--- src/rtl/shutdown_gate_pkg.sv ---
// Shared types and constants for the shutdown gate.
package shutdown_gate_pkg;

  typedef enum logic [1:0] {
    ARMED   = 2'd0,
    TRIPPED = 2'd1,
    HOLDOFF = 2'd2
  } gate_state_e;

  localparam int TRIP_COUNT_W = 8;
  localparam logic [TRIP_COUNT_W-1:0] TRIP_COUNT_MAX = '1;

endpackage

--- src/rtl/shutdown_sync.sv ---
// Two-flop synchroniser for a bus of independent asynchronous request bits.
module shutdown_sync #(
  parameter int WIDTH = 1
) (
  input  logic             clk,
  input  logic             reset,
  input  logic [WIDTH-1:0] async_in,
  output logic [WIDTH-1:0] sync_out
);

  logic [WIDTH-1:0] meta_d, meta_q;
  logic [WIDTH-1:0] stable_d, stable_q;

  always_comb begin
    meta_d   = async_in;
    stable_d = meta_q;
  end

  always_ff @(posedge clk) begin
    if (reset) begin
      meta_q   <= '0;
      stable_q <= '0;
    end else begin
      meta_q   <= meta_d;
      stable_q <= stable_d;
    end
  end

  assign sync_out = stable_q;

endmodule

--- src/rtl/shutdown_gate.sv ---
// Safety gate forcing GPIO pins to a safe value/enable while any shutdown
// request is active, with release hold-off, latched causes and diagnostics.
module shutdown_gate
  import shutdown_gate_pkg::*;
#(
  parameter int                  NUM_IN         = 3,
  parameter int                  NUM_IOS        = 51,
  parameter int                  RELEASE_CYCLES = 50000,
  parameter logic [NUM_IOS-1:0]  SAFE_VALUE     = '0,
  parameter logic [NUM_IOS-1:0]  SAFE_OE        = '1,
  parameter logic [NUM_IN-1:0]   LATCH_MASK     = '0
) (
  input  logic                    clk,
  input  logic                    reset,
  input  logic [NUM_IN-1:0]       shutdown,
  input  logic                    rearm,
  input  logic [NUM_IOS-1:0]      gpio_in,
  output logic [NUM_IOS-1:0]      gpio_out,
  output logic [NUM_IOS-1:0]      gpio_oe,
  output logic                    tripped,
  output logic [NUM_IN-1:0]       trip_cause,
  output logic [TRIP_COUNT_W-1:0] trip_count
);

  localparam int CNT_W = $clog2(RELEASE_CYCLES + 1);
  localparam logic [CNT_W-1:0] CNT_LAST = CNT_W'(RELEASE_CYCLES - 1);

  logic [NUM_IN-1:0] sync;

  shutdown_sync #(.WIDTH(NUM_IN)) u_sync (
    .clk      (clk),
    .reset    (reset),
    .async_in (shutdown),
    .sync_out (sync)
  );

  gate_state_e             state_d, state_q;
  logic [CNT_W-1:0]        cnt_d, cnt_q;
  logic [NUM_IN-1:0]       cause_d, cause_q;
  logic [NUM_IN-1:0]       cause_base;
  logic [TRIP_COUNT_W-1:0] count_d, count_q;
  logic [NUM_IOS-1:0]      gpio_out_d, gpio_out_q;
  logic [NUM_IOS-1:0]      gpio_oe_d, gpio_oe_q;
  logic                    tripped_d, tripped_q;
  logic                    sync_any;
  logic                    latch_pending;

  always_comb begin
    state_d       = state_q;
    sync_any      = |sync;
    latch_pending = (|(cause_q & LATCH_MASK)) && !rearm;

    case (state_q)
      ARMED:   if (sync_any) state_d = TRIPPED;
      TRIPPED: if (!sync_any && !latch_pending) state_d = HOLDOFF;
      HOLDOFF: begin
        if (sync_any)              state_d = TRIPPED;
        else if (cnt_q == CNT_LAST) state_d = ARMED;
      end
      default: state_d = TRIPPED;
    endcase

    // Counter restarts on any state change, so each hold-off is a full one.
    if (state_d != state_q)      cnt_d = '0;
    else if (state_q == HOLDOFF) cnt_d = cnt_q + CNT_W'(1);
    else                         cnt_d = '0;

    cause_base = cause_q;
    if (state_q == TRIPPED && rearm) cause_base = cause_q & ~LATCH_MASK;
    if (state_d == ARMED) cause_d = cause_base & LATCH_MASK;
    else                  cause_d = cause_base | sync;

    count_d = count_q;
    if (state_q == ARMED && state_d == TRIPPED && count_q != TRIP_COUNT_MAX)
      count_d = count_q + TRIP_COUNT_W'(1);

    // Outputs follow the next state so the safe value lands with the trip.
    gpio_out_d = (state_d == ARMED) ? gpio_in : SAFE_VALUE;
    gpio_oe_d  = (state_d == ARMED) ? '1      : SAFE_OE;
    tripped_d  = (state_d != ARMED);
  end

  always_ff @(posedge clk) begin
    if (reset) begin
      state_q    <= HOLDOFF;
      cnt_q      <= '0;
      cause_q    <= '0;
      count_q    <= '0;
      gpio_out_q <= SAFE_VALUE;
      gpio_oe_q  <= SAFE_OE;
      tripped_q  <= 1'b1;
    end else begin
      state_q    <= state_d;
      cnt_q      <= cnt_d;
      cause_q    <= cause_d;
      count_q    <= count_d;
      gpio_out_q <= gpio_out_d;
      gpio_oe_q  <= gpio_oe_d;
      tripped_q  <= tripped_d;
    end
  end

  assign gpio_out   = gpio_out_q;
  assign gpio_oe    = gpio_oe_q;
  assign tripped    = tripped_q;
  assign trip_cause = cause_q;
  assign trip_count = count_q;

endmodule

--- config.mk ---
export PLATFORM = sky130hd
export DESIGN_NAME = shutdown_gate
export DESIGN_NICKNAME = d
export VERILOG_FILES = /design/src/rtl/shutdown_gate_pkg.sv /design/src/rtl/shutdown_sync.sv /design/src/rtl/shutdown_gate.sv
export SDC_FILE = /design/constraint.sdc
export NUM_CORES = 1
export LEC_CHECK = 0
export ABC_AREA = 1
export CAP_MARGIN = 25
export CORE_ASPECT_RATIO = 1.4
export CORE_MARGIN = 2
export CORE_UTILIZATION = 40
export DETAILED_ROUTE_END_ITERATION = 10
export PLACE_DENSITY = 0.8
export SLEW_MARGIN = 5
export SYNTH_ARGS = -nofsm -noshare
export SYNTH_HDL_FRONTEND = slang
export SYNTH_HIERARCHICAL = 1
export SYNTH_SLANG_ARGS = --single-unit
export TNS_END_PERCENT = 50
--- constraint.sdc ---
create_clock -name clk -period 2 [get_ports clk]
set_input_delay 0.3 -clock clk [delete_from_list [all_inputs] [get_ports clk]]
set_output_delay 0.3 -clock clk [all_outputs]
set_load 0.01 [all_outputs]
==> results.tsv, run 1 <==
stage	metric	value	unit
sta	final setup fails	0	
route	total routed wirelength	6840	um
flow_run	max cap viols	0	
cts	Root Buffer	clkbuf_16	
synth	Synth area leaders	dfxtp_1, buf_4, nor2_1	
route	detailed-route vias per instance	4.14	
grt	initial antenna violation count	0	
cts	clk slew on worst S/H paths	0.06	ns
worst_hold_path	HP Class	flop to flop	
cts	post-cts gate resize count	0	
cts	TritonCTS clock tree	built	
sta	Max Clk Rate	603	MHz
worst_setup_path	crit path cell chain	ha_1 > nand3_1 > nor2_1 > nand2_1 > nand2_1 > inv_2 > nand2_1 > nand2_1 > nor2_1	
cts	H-tree Lvls	3	
grt	vias in the first global route	2533	
synth	share of the synthesized area in the top cell type	0.508	
grt	Overflow after GRT	0	
power	P_leak	2.21	nW
place	port buffer count	118	
worst_setup_path	Startpoint Class	flop	
finish	share of cells above drive strength 1	0.0556	
sta	Final Max Slew Viols	0	
worst_setup_path	WP data required	2.27	ns
floorplanning	Chip Height	114	um
finish	Fillers	768	
floorplanning	CORE AREA	0.00846	mm2
sta	shortest period the worst path allows	1.66	ns
synth	Ys Warns	6	
power	power density cells	819	mW/mm2
floorplanning	I/O pins	171	
synth	Post-Synthesis Cells	430	
grt	global-route wire length before repair	10800	um
synth	Synth Flop Type	dfxtp_1	
power	VDD IR-drop max	595	uV
cts	cts hold-fix bufs	0	
worst_setup_path	Critical Path Sink Type	flop	
floorplanning	chip width	82.2	um
grt	Overall Global Routing Usage	0.150	
worst_setup_path	CP max stage delay	0.41	ns
floorplanning	Starting Density	0.405	
route	DR vias	2742	
worst_setup_path	Slowest cell on crit path	dfxtp_1	
sta	RSZ-0062 raised after global routing	no	
synth	Yosys cell types	22	
sta	Final Hold Fails	0	
synth	Post-synth EDFFs	0	
route	Wirelength per Cell	10.3	um
cts	Sink Count	87	
synth	Seq/Total Area, Yosys	0.508	
worst_setup_path	CP Class	flop to flop	
cts	post-CTS setup buffers	0	
worst_setup_path	crit-path max FO	9	
route	drt first pass iters	4	
sta	Layout Skew	0.00634	ns
synth	synthesis-stage register bit count	87	
synth	Avg Inst Size Synth	7.97	um2
worst_setup_path	WP data arrival	1.93	ns
cts	clock buffer depth	2	
synth	ys async rst share	0	
cts	TritonCTS buffer count	9	
route	final antenna-violating net count	0	
finish	Final nets	614	
place	HPWL Detailed	5250	um
synth	Post-Syn Area	0.00343	mm2
sta	Final TNS setup	0	ns
finish	diode count	0	
place	RePlAce Congestion	0.891	
finish	area delta synth->final	40.2	%
synth	leading area contributor after synthesis	dfxtp_1	
grt	pin count of the biggest net entering global routing	53	
floorplanning	row count	40	
sta	Period Utilization, post-route	0.830	
power	Design Power	0.00394	W
floorplanning	Total Die Area	0.00933	mm2
route	DR iter-0 viols	123	
cts	Clock Latency Late Sink	0.33	ns
run_status	status	finished, final reports clean	
worst_setup_path	CP dominant cell by count	nand2_1	
synth	synth cell count leaders	dfxtp_1, nor2_1, inv_1, buf_4, nand2_1	
route	number of remaining DRC errors	0	
==> registers in the layout, indices dropped and copies added (netlist names) <==
register / flops
gpio_out: 51
cnt_q: 16
trip_count: 8
trip_cause: 3
u_sync/meta_q: 3
u_sync/sync_out: 3
state_q: 2
tripped: 1
==> layout by cell type, fill, tap and decap left out, types with 2 or more instances in the layout <==
master | Yosys | layout
a21oi_1 | 14 | 14
buf_4 | 51 | 2
clkbuf_16 | 0 | 9
clkdlybuf4s50_1 | 0 | 118
clkinv_2 | 0 | 2
conb_1 | 1 | 51
dfxtp_1 | 87 | 87
ha_1 | 2 | 2
inv_1 | 83 | 83
inv_2 | 2 | 2
nand2_1 | 47 | 47
nand3_1 | 13 | 13
nand4_1 | 3 | 3
nor2_1 | 87 | 87
nor2_2 | 8 | 8
nor3_1 | 8 | 8
o21ai_0 | 3 | 3
or2_2 | 2 | 2
xnor2_1 | 3 | 3
xor2_1 | 7 | 7
==> critical path: cells and delay by family (launching register included) <==
family | cells | cell delay, ns
buf+inv | 1 | 0.15
fa+ha+maj | 1 | 0.25
simple gates | 7 | 0.80
flops | 1 | 0.41
==> power breakdown <==
part	internal (W)	switching (W)	leakage, nW
clock network	0.000982	0.000629	0.140
registers	0.00181	0.0000265	0.709
logic	0.000253	0.000230	1.36
total	0.00305	0.000885	2.21
==> stage by stage <==
| stage | cell area (um2) | std cells | util | hold slack, ns | worst slack [ns] |
|---|---|---|---|---|---|
| after floorplan | 3610 | 480 | - | 0.369 | 0.571 |
| after detailed placement | 4520 | 649 | 0.534 | 0.396 | 0.369 |
| after CTS | 4800 | 663 | 0.568 | 0.404 | 0.351 |
| after global placement | 4520 | 649 | 0.534 | 0.389 | 0.436 |
| final | 4800 | 663 | 0.568 | 0.408 | 0.341 |
| after global routing | 4800 | 663 | 0.568 | 0.417 | 0.163 |
==> logic make-up after synthesis <==
group | after synthesis | synth area share
xor gates and xnor gates | 10 | 0.0256
adders and majority gates | 2 | 0.00730
buffers and inverters | 142 | 0.223
and+or+nand+nor | 170 | 0.208
other | 1 | 0.00109
DFF | 87 | 0.508
AOI/OAI and AO/OA | 18 | 0.0270
==> path summary, 6_finish.rpt <==
check	start	end	slack, ns	cells past startpoint
max	trip_count[0]	trip_count[0]	0.34	9
min	u_sync/meta_q[1]	u_sync/sync_out[1]	0.41	2
max reg2reg	trip_count[0]	trip_count[0]	0.34	9
min reg2reg	u_sync/meta_q[1]	u_sync/sync_out[1]	0.41	2
==> layer usage <==
layer	track usage	wire length, um
met4	0.0744	167
met3	0.0506	615
met5	0	0
met1	0.141	2440
met2	0.276	3620
==> final cells by class <==
type	instances	area, um2	share of cell area
clock buffer	10	239	0.0497
inverter	85	319	0.0664
multi-input combinational	251	1110	0.231
timing repair buffer	121	1220	0.253
sequential	87	1740	0.362
tap	105	131	0.0273
clock inverter	4	47.5	0.00990
No activity file was read; power rests on OpenSTA's default activity.
==> inputs of run 2 (changes only) <==
==> constraint.sdc (replaced) <==
create_clock -name clk -period 1.6 [get_ports clk]
set_input_delay 0.24 -clock clk [delete_from_list [all_inputs] [get_ports clk]]
set_output_delay 0.24 -clock clk [all_outputs]
set_load 0.01 [all_outputs]
==> run 2 against run 1 <==
Effect of this change: highest routed layer unchanged; critical path depth shrank 8; clock-buffer cell count up 2; sequential power up 26%; sequential cell count is the same; register-to-register slack worse by 0.26 ns; largest power group unchanged; combinational power rose by 30%; via count increased by 1.8%; largest cell class unchanged; clock power is 20% higher; clock skew grew 0.00053 ns; sequential share of layout area fell by 0.54 points.
==> results.tsv, run 2 (synthesis results as in run 1) <==
stage	metric	value	unit	change
run_status	status	finished, final reports clean		
cts	TritonCTS buffer count	9		unchanged
sta	final setup fails	0		unchanged
finish	commonest non-fill, non-tap cell in the layout	clkdlybuf4s50_1		
worst_setup_path	CP max stage delay	0.57	ns	+0.16 ns
worst_setup_path	Startpoint Class	flop		
worst_setup_path	CP bufs+invs	1		unchanged
finish	Multi-input gate area	0.00115	mm2	+3.4%
cts	H-tree Lvls	3		unchanged
sta	Period Utilization, post-route	0.967		
route	total routed wirelength	7060	um	+3.1%
worst_hold_path	min-delay src	u_sync/meta_q[2]		
floorplanning	row count	40		unchanged
place	Cell Count Post-Placement	652		+0.46%
power	P_leak	2.24	nW	+1.5%
worst_setup_path	Critical Path Sink Type	output port		
sta	Final Max Slew Viols	0		unchanged
worst_setup_path	CP Class	flop to output port		
cts	cts hold-fix bufs	0		unchanged
grt	vias in the first global route	2594		+2.4%
floorplanning	chip width	82.2	um	unchanged
place	RePlAce Congestion	0.873		-2.1%
worst_setup_path	WP data arrival	1.31	ns	-0.62 ns
finish	commonest cells after routing, fill and taps aside	clkdlybuf4s50_1, nor2_1, inv_1, dfxtp_1, conb_1		
power	Design Power	0.00488	W	+24%
sta	Layout Skew	0.00686	ns	+0.000526 ns
sta	shortest period the worst path allows	1.55	ns	
route	Wirelength per Cell	10.5	um	+2.2%
cts	TritonCTS clock tree	built		
cts	Clock Latency Late Sink	0.33	ns	about the same
worst_setup_path	crit-path max FO	5		-4
route	final antenna-violating net count	0		unchanged
route	number of remaining DRC errors	0		unchanged
floorplanning	Chip Height	114	um	unchanged
worst_hold_path	HP Class	flop to flop		
finish	share of cells above drive strength 1	0.0833		+0.0278
sta	Max Clk Rate	646	MHz	
route	detailed-route vias per instance	4.17		+0.91%
finish	Core Util, Final	0.578		+0.0102
route	met3 WL	585	um	-4.9%
route	DR iter-0 viols	96		-22%
grt	Overflow after GRT	0		unchanged
grt	Overall Global Routing Usage	0.150		+0.000186
grt	initial antenna violation count	0		unchanged
place	HPWL Detailed	5380	um	+2.5%
worst_setup_path	Slowest cell on crit path	clkdlybuf4s50_1		
cts	clock buffer depth	2		unchanged
cts	Root Buffer	clkbuf_16		
power	VDD IR-drop max	746	uV	+25%
worst_hold_path	Worst Hold Depth	2		unchanged
finish	Largest register FFs	51		unchanged
worst_hold_path	Hold EP	u_sync/sync_out[2]		
worst_setup_path	WP data required	1.36	ns	-0.91 ns
finish	Finished Layout Cells	669		+0.90%
sta	Final WS setup	0.0522	ns	-0.289 ns
route	wire length on met2	3820	um	+5.7%
finish	Fillers	751		-2.2%
grt	global-route wire length before repair	10800	um	about the same
sta	Final Hold Fails	0		unchanged
finish	area delta synth->final	42.7	%	
route	DR vias	2792		+1.8%
finish	diode count	0		unchanged
finish	Final nets	618		+0.65%
worst_setup_path	reg-to-reg endpoint	gpio_out[24]		
flow_run	max cap viols	0		unchanged
sta	Final TNS setup	0	ns	unchanged
route	highest routing layer actually used	met4		
floorplanning	CORE AREA	0.00846	mm2	unchanged
place	port buffer count	118		unchanged
worst_setup_path	crit-path leading delay family	buffers and inverters		
worst_setup_path	worst flop-to-flop path startpoint	cnt_q[1]		
floorplanning	I/O pins	171		unchanged
route	drt first pass iters	4		unchanged
grt	pin count of the biggest net entering global routing	31		-42%
floorplanning	Starting Density	0.405		unchanged
worst_setup_path	crit path cell chain	clkdlybuf4s50_1		
floorplanning	Total Die Area	0.00933	mm2	unchanged
worst_setup_path	Reg2Reg Depth	8		-1
finish	register area	0.00175	mm2	+0.29%
cts	Sink Count	87		unchanged
route	wl on met1	2490	um	+2.1%
worst_setup_path	r2r setup slk	0.08	ns	-0.26 ns
cts	clk slew on worst S/H paths	0.06	ns	about the same
power	power density cells	997	mW/mm2	+22%
place	DP Worst Slack	0.0450	ns	-0.324 ns
-- run 2: cell count changes in the layout (fill, tap and decap cells not counted), moves of 2 or more --
cell	previous run	this run
buf_4	2	5
dfxtp_1	87	83
nor2_1	87	85
dfxtp_2	0	4
ha_1	2	0
nand3_2	0	2
nand3_1	13	11
-- run 2: final cells by class --
cell class | instances | share of cell area
sequential | 87 | 0.357
tap | 105 | 0.0269
timing repair buffer | 125 | 0.258
clock inverter | 4 | 0.00588
clock buffer | 12 | 0.0524
inverter | 85 | 0.0652
multi-input combinational | 251 | 0.235
-- run 2: per-stage QoR --
step / hold WS [ns] / instance area [um2]
6_report: 0.403 / 4890
5_1_grt: 0.422 / 4890
4_1_cts: 0.404 / 4840
3_5_place_dp: 0.396 / 4550
3_3_place_gp: 0.390 / 4550
2_1_floorplan: 0.309 / 3610
-- run 2: how the worst max path moves through the flow --
stage	from	end	slack, ns	depth (start not counted)
5_1_grt	cnt_q[1]	gpio_out[13]	-0.02	8
2_1_floorplan	trip_count[0]	trip_count[1]	0.17	8
4_1_cts	trip_count[2]	trip_count[2]	0.01	1
3_5_place_dp	cnt_q[0]	gpio_out[24]	0.05	8
6_report	trip_count[3]	trip_count[3]	0.05	1
3_3_place_gp	cnt_q[0]	gpio_out[20]	0.12	8
-- run 2: report_power, final --
group | switching (W) | total [W] | internal [W]
clock | 0.000804 | 0.00194 | 0.00114
sequential | 0.0000356 | 0.00231 | 0.00227
combinational | 0.000293 | 0.000628 | 0.000335
-- run 2: timing repair --
action	4_1_cts	5_1_grt
setup endpoints to repair	0	78
buffers inserted	0	1
endpoints found under the hold margin	0	0
resized for setup	0	14
-- run 2: metal layers --
metal  global-route usage  vias up
met3               0.0522       16
met2                0.282      119
li1                     -     1415
met5                    0        -
met1                0.137     1242
met4               0.0700        0
